[config.mk]
export PLATFORM = sky130hd
export DESIGN_NAME = instr_encoder
export DESIGN_NICKNAME = d
export VERILOG_FILES = /design/src/rtl/instr_encoder.sv
export SDC_FILE = /design/constraint.sdc
export NUM_CORES = 1
export LEC_CHECK = 0
export ABC_AREA = 1
export BUFFER_PORTS_ARGS = -buffer_cell sky130_fd_sc_hd__buf_2
export CORE_UTILIZATION = 47
export DETAILED_ROUTE_END_ITERATION = 6
export GPL_TIMING_DRIVEN = 0
export PLACE_DENSITY = 0.66
export SLEW_MARGIN = 15
export SYNTH_ARGS = -nofsm -noshare
export SYNTH_HDL_FRONTEND = slang
export SYNTH_SLANG_ARGS = --single-unit
export TNS_END_PERCENT = 10
[constraint.sdc]
create_clock -name clk -period 6.21 [get_ports clk]
set_input_delay 1.5525 -clock clk [delete_from_list [all_inputs] [get_ports clk]]
set_output_delay 1.5525 -clock clk [all_outputs]
set_load 0.03 [all_outputs]
[src/rtl/instr_encoder.sv]
// instr_encoder
//   Turns a stream of instruction requests (op_kind plus register, immediate
//   and target fields) into 32-bit MIPS-style machine words. The words are
//   queued in a small FIFO and written to sequential instruction-memory
//   addresses, starting at base_addr.
//
// Ports
//   clk, reset        single clock; synchronous active-high reset
//   start, base_addr  open a load session (IDLE only), first byte address
//   op_valid/op_ready request handshake; op_kind, rs, rt, rd, imm, target
//   finish            close the session once every queued word is written
//   imem_we/addr/wdata/imem_ready  instruction-memory write handshake
//   busy, done, err, count  status: session active, one-cycle end pulse,
//                     sticky illegal-op flag, words written this session
module instr_encoder #(
  parameter int DEPTH = 4
) (
  input  logic        clk,
  input  logic        reset,
  input  logic        start,
  input  logic [31:0] base_addr,
  input  logic        op_valid,
  output logic        op_ready,
  input  logic [3:0]  op_kind,
  input  logic [4:0]  rs,
  input  logic [4:0]  rt,
  input  logic [4:0]  rd,
  input  logic [15:0] imm,
  input  logic [25:0] target,
  input  logic        finish,
  output logic        imem_we,
  output logic [31:0] imem_addr,
  output logic [31:0] imem_wdata,
  input  logic        imem_ready,
  output logic        busy,
  output logic        done,
  output logic        err,
  output logic [15:0] count
);

  localparam int AW = $clog2(DEPTH);
  localparam logic [AW:0] FULL_OCC = (AW+1)'(DEPTH);

  typedef enum logic [1:0] {S_IDLE, S_RUN, S_DRAIN, S_DONE} state_t;

  state_t         state_q, state_d;
  logic [31:0]    mem_q [DEPTH];
  logic [AW-1:0]  wr_ptr_q, wr_ptr_d;
  logic [AW-1:0]  rd_ptr_q, rd_ptr_d;
  logic [AW:0]    occ_q, occ_d;
  logic [31:0]    addr_q, addr_d;
  logic [15:0]    count_q, count_d;
  logic           err_q, err_d;
  logic           op_ready_q, op_ready_d;
  logic           busy_q, busy_d;
  logic           done_q, done_d;

  logic [31:0]    enc_word;
  logic           enc_legal;
  logic           accept, push, pop, fifo_empty;

  // Instruction encoding
  always_comb begin
    enc_word  = 32'h0;
    enc_legal = 1'b1;
    case (op_kind)
      4'd0: enc_word = {6'b000000, rs, rt, rd, 5'b00000, 6'b100000}; // add
      4'd1: enc_word = {6'b000000, rs, rt, rd, 5'b00000, 6'b100010}; // sub
      4'd2: enc_word = {6'b000000, rs, rt, rd, 5'b00000, 6'b100100}; // and
      4'd3: enc_word = {6'b000000, rs, rt, rd, 5'b00000, 6'b100101}; // or
      4'd4: enc_word = {6'b000000, rs, rt, rd, 5'b00000, 6'b101010}; // slt
      4'd5: enc_word = {6'b100011, rs, rt, imm};                      // lw
      4'd6: enc_word = {6'b101011, rs, rt, imm};                      // sw
      4'd7: enc_word = {6'b001000, rs, rt, imm};                      // addi
      4'd8: enc_word = {6'b000100, rs, rt, imm};                      // beq
      4'd9: enc_word = {6'b000010, target};                           // j
      default: enc_legal = 1'b0;
    endcase
  end

  assign fifo_empty = (occ_q == '0);
  assign accept     = op_valid && op_ready_q;
  // Illegal ops complete the handshake but never reach the FIFO.
  assign push       = accept && enc_legal;
  assign pop        = !fifo_empty && imem_ready;

  always_comb begin
    state_d  = state_q;
    wr_ptr_d = wr_ptr_q;
    rd_ptr_d = rd_ptr_q;
    occ_d    = occ_q;
    addr_d   = addr_q;
    count_d  = count_q;
    err_d    = err_q;

    if (push) wr_ptr_d = wr_ptr_q + AW'(1);
    if (pop) begin
      rd_ptr_d = rd_ptr_q + AW'(1);
      addr_d   = addr_q + 32'd4;
      count_d  = count_q + 16'd1;
    end
    case ({push, pop})
      2'b10:   occ_d = occ_q + (AW+1)'(1);
      2'b01:   occ_d = occ_q - (AW+1)'(1);
      default: occ_d = occ_q;
    endcase
    if (accept && !enc_legal) err_d = 1'b1;

    case (state_q)
      S_IDLE: begin
        if (start) begin
          state_d = S_RUN;
          addr_d  = base_addr;
          count_d = 16'h0;
          err_d   = 1'b0;
        end
      end
      S_RUN:   if (finish) state_d = S_DRAIN;
      // Leave as soon as the final pop empties the FIFO, so done follows
      // the last completed write by one cycle.
      S_DRAIN: if (occ_d == '0) state_d = S_DONE;
      S_DONE:  state_d = S_IDLE;
      default: state_d = S_IDLE;
    endcase

    // Status outputs are registered: computed from next-state values.
    op_ready_d = (state_d == S_RUN) && (occ_d != FULL_OCC);
    busy_d     = (state_d != S_IDLE);
    done_d     = (state_d == S_DONE);
  end

  always_ff @(posedge clk) begin
    if (reset) begin
      state_q    <= S_IDLE;
      wr_ptr_q   <= '0;
      rd_ptr_q   <= '0;
      occ_q      <= '0;
      addr_q     <= 32'h0;
      count_q    <= 16'h0;
      err_q      <= 1'b0;
      op_ready_q <= 1'b0;
      busy_q     <= 1'b0;
      done_q     <= 1'b0;
    end else begin
      state_q    <= state_d;
      wr_ptr_q   <= wr_ptr_d;
      rd_ptr_q   <= rd_ptr_d;
      occ_q      <= occ_d;
      addr_q     <= addr_d;
      count_q    <= count_d;
      err_q      <= err_d;
      op_ready_q <= op_ready_d;
      busy_q     <= busy_d;
      done_q     <= done_d;
    end
  end

  // FIFO storage carries data only; validity is tracked by occ_q, so the
  // array needs no reset.
  always_ff @(posedge clk) begin
    if (push) mem_q[wr_ptr_q] <= enc_word;
  end

  assign op_ready   = op_ready_q;
  assign imem_we    = !fifo_empty;
  // Head is forced to zero when empty so the bus is quiet after reset.
  assign imem_wdata = fifo_empty ? 32'h0 : mem_q[rd_ptr_q];
  assign imem_addr  = addr_q;
  assign busy       = busy_q;
  assign done       = done_q;
  assign err        = err_q;
  assign count      = count_q;

endmodule

==> results.yml <==
synth:
  synth_area_sq_mm: 0.00872
  syn_inst: 1026
  ys_warn_count: 0
  syn_area_per_cell_sq_um: 8.50
  yosysMostFrequentCell: "nor2_1"
  ys.flop_type: "edfxtp_1"
  synth_common_cells: "nor2_1 (205), nand2_1 (197), edfxtp_1 (120)"
  synth_edf_count: 120
  synth_top_cell_by_area: "edfxtp_1"
  yosysSeqAreaShare: 0.558
  synth_fp_nets: 1133
  yosysUniqueCellTypes: 43
  synth_seq_cells: 183
  synth_top_area_share: 0.413
  netlist_top_cells_area: "edfxtp_1 (41%), dfxtp_1 (14%), nor2_1 (8.8%), nand2_1 (8.5%), o21ai_0 (5.3%)"
  synthArstFlopShare: 0
floorplan:
  core_area_sq_mm: 0.0181
  top_level_ports: 184
  die_width_microns: 138
  rows: 49
  die_h_microns: 138
  dieArea_sq_mm: 0.0191
  initial_core_util: 0.482
route:
  drc: 22
  viasPerCell: 5.10
  ant_nets: 0
  first_pass_iters: 7
  finalWirelength_microns: 22400
  vias: 7521
  wire_per_inst_microns: 15.2
  drt_iter0_drc: 630
grt:
  grt_max_degree: 20
  busiest_layer: "met2"
  grt_pass1_wl_microns: 35300
  grtUsageMet2: 0.387
  use_met3: 0.0454
  track_usage: 0.240
  grt_overflow: 0
  grt_pass1_vias: 6893
  grt_util_met1: 0.318
  antenna_found_initial: 2
cts:
  cts_sinks: 183
  numCtsBuffers: 17
  post_cts_buffers: 0
  htreeDepth: 4
  root_buffer: "clkbuf_16"
  worstSkewPairLatency_ps: 430
  cts.path.max_buffers: 2
  path_clk_slew_ps: 70
  cts-hold-fix-buffers: 0
  cts-resized-gates: 0
  cts_tree: "built"
worst_setup_path:
  crit_type: "flip-flop to output port"
  crit_path_end_kind: "output port"
  critical_path_arrival_ps: 2240
  rr_worst_depth: 16
  r2r_slack_ps: 3550
  crit_fanout: 10
  worstReg2RegStart: "occ_q[0]"
  rr_endpoint: "op_ready"
  cp-start-kind: "flip-flop"
  required_ps: 4660
layout:
  design_area_sq_mm: 0.0107
  fin_util: 0.591
  syn_to_final_growth_pct: 22.6
  nets: 1338
  fill_cells: 1604
  drive_above_1_share: 0.210
run_status:
  status: "finished with violations"
  failed_checks: "design-rule violations"
timing:
  rsz0062_at_grt: "no"
  clock_skew_ps: 12.1
  finalCriticalPeriod_ps: 3790
  slew-limit-headroom: 0.348
  hold_viol: 0
  drv_slew: 0
  fmax_mhz: 264
  finalCritPeriodShare: 0.611
  finalSetupViolations: 0
  setup_tns_ps: 0
  worst_pin_slew_ps: 978
  setup_slack_ps: 2420
flow_run:
  maxCapViolCount: 0
place:
  place_area_sq_mm: 0.0101
  port_buffers: 182
  place_ws_ps: 2270
  place_congestion: 0.865
  dp_hpwl_microns: 15800
power:
  power.density_mw_per_mm2: 300
  p_leak_nw: 4.77
  ir_drop_v: 0.000207
hold_path:
  hold_path_depth: 2
  hold_class: "flip-flop to flip-flop"
  hold_start: "rd_ptr_q[1]"
-- cells in the final DEF (no fill, tap or decap), types with 3 or more instances in the layout --
cell,instances
a21oi_1,47
a22o_1,6
buf_16,4
buf_2,196
buf_4,3
bufinv_16,3
clkbuf_1,20
clkbuf_16,17
dfxtp_1,63
edfxtp_1,120
ha_1,7
inv_1,112
inv_6,3
inv_8,5
nand2_1,197
nand2_2,5
nand3_1,42
nand3b_1,8
nand4_1,16
nor2_1,201
nor2_2,4
nor2_4,6
nor3_1,6
o211ai_1,3
o21ai_0,92
o21ai_1,12
o21bai_1,3
xnor2_1,7
xor2_1,6
-- power by group --
part	leakage (nW)	total (W)	switching, W	internal [W]
combinational	2.85	0.000659	0.000469	0.000190
clock	0.308	0.00115	0.000495	0.000652
sequential	1.62	0.00140	0.0000464	0.00135
total	4.77	0.00320	0.00101	0.00219
-- critical path: stages (launching register included) --
cell and delay [ps]:
dfxtp_1 300, clkbuf_1 180, inv_2 140, clkbuf_1 490
o21ai_1 140, a21oi_1 240, buf_4 140, buf_2 180
-- worst max-delay path by stage --
stage / endpoint / from / cells after the start
floorplan: mem_q[0][0] / op_kind[1] / 5
global placement: mem_q[0][24] / op_kind[1] / 6
detailed placement: busy / imem_ready / 14
CTS: imem_wdata[31] / flip-flop / 7
global route: imem_wdata[0] / flip-flop / 6
finish: imem_wdata[31] / flip-flop / 7
-- final cells by class --
| type | instances | area [sq um] | area share |
|---|---|---|---|
| diodes | 2 | 5.00 | 0.000468 |
| plain buffers | 40 | 186 | 0.0174 |
| clock buffers | 17 | 425 | 0.0398 |
| clock inverters | 15 | 203 | 0.0190 |
| inverters | 116 | 435 | 0.0407 |
| multi-input cells | 687 | 3260 | 0.305 |
| flip-flops and latches | 183 | 4860 | 0.455 |
| well taps | 229 | 287 | 0.0268 |
| repair buffers | 186 | 1020 | 0.0955 |
-- logic make-up after synthesis --
family	Yosys count	synth area share
buf+inv	156	0.0713
xor+xnor	13	0.0131
flops	183	0.558
simple gates	492	0.237
compound gates	173	0.108
fa+ha+maj	8	0.0123
other cells	1	0.000430
-- per-layer routing --
metal  wire length, microns  up-vias
met1                   9740     3439
met3                   1570       29
li1                       -     3781
met5                      0        -
met4                    524        0
met2                  10500      272
-- per-stage QoR --
stage                     total power (W)  hold slack, ps  instances
after floorplan                   0.00185             436       1026
after global placement            0.00207             452       1437
after detailed placement          0.00208             461       1441
after CTS                         0.00321             471       1473
after global routing              0.00333             511       1475
final                             0.00320             466       1475
-- flip-flops by register name, indices dropped and copies added (netlist names), named ones only --
register / cells
wr_ptr_q: 2
err: 1
op_ready: 1
mem_q: 120
rd_ptr_q: 2
busy: 1
imem_addr: 32
done: 1
state_q: 2
count: 16
occ_q: 3
Note: power is estimated with default switching activity, not from simulation.
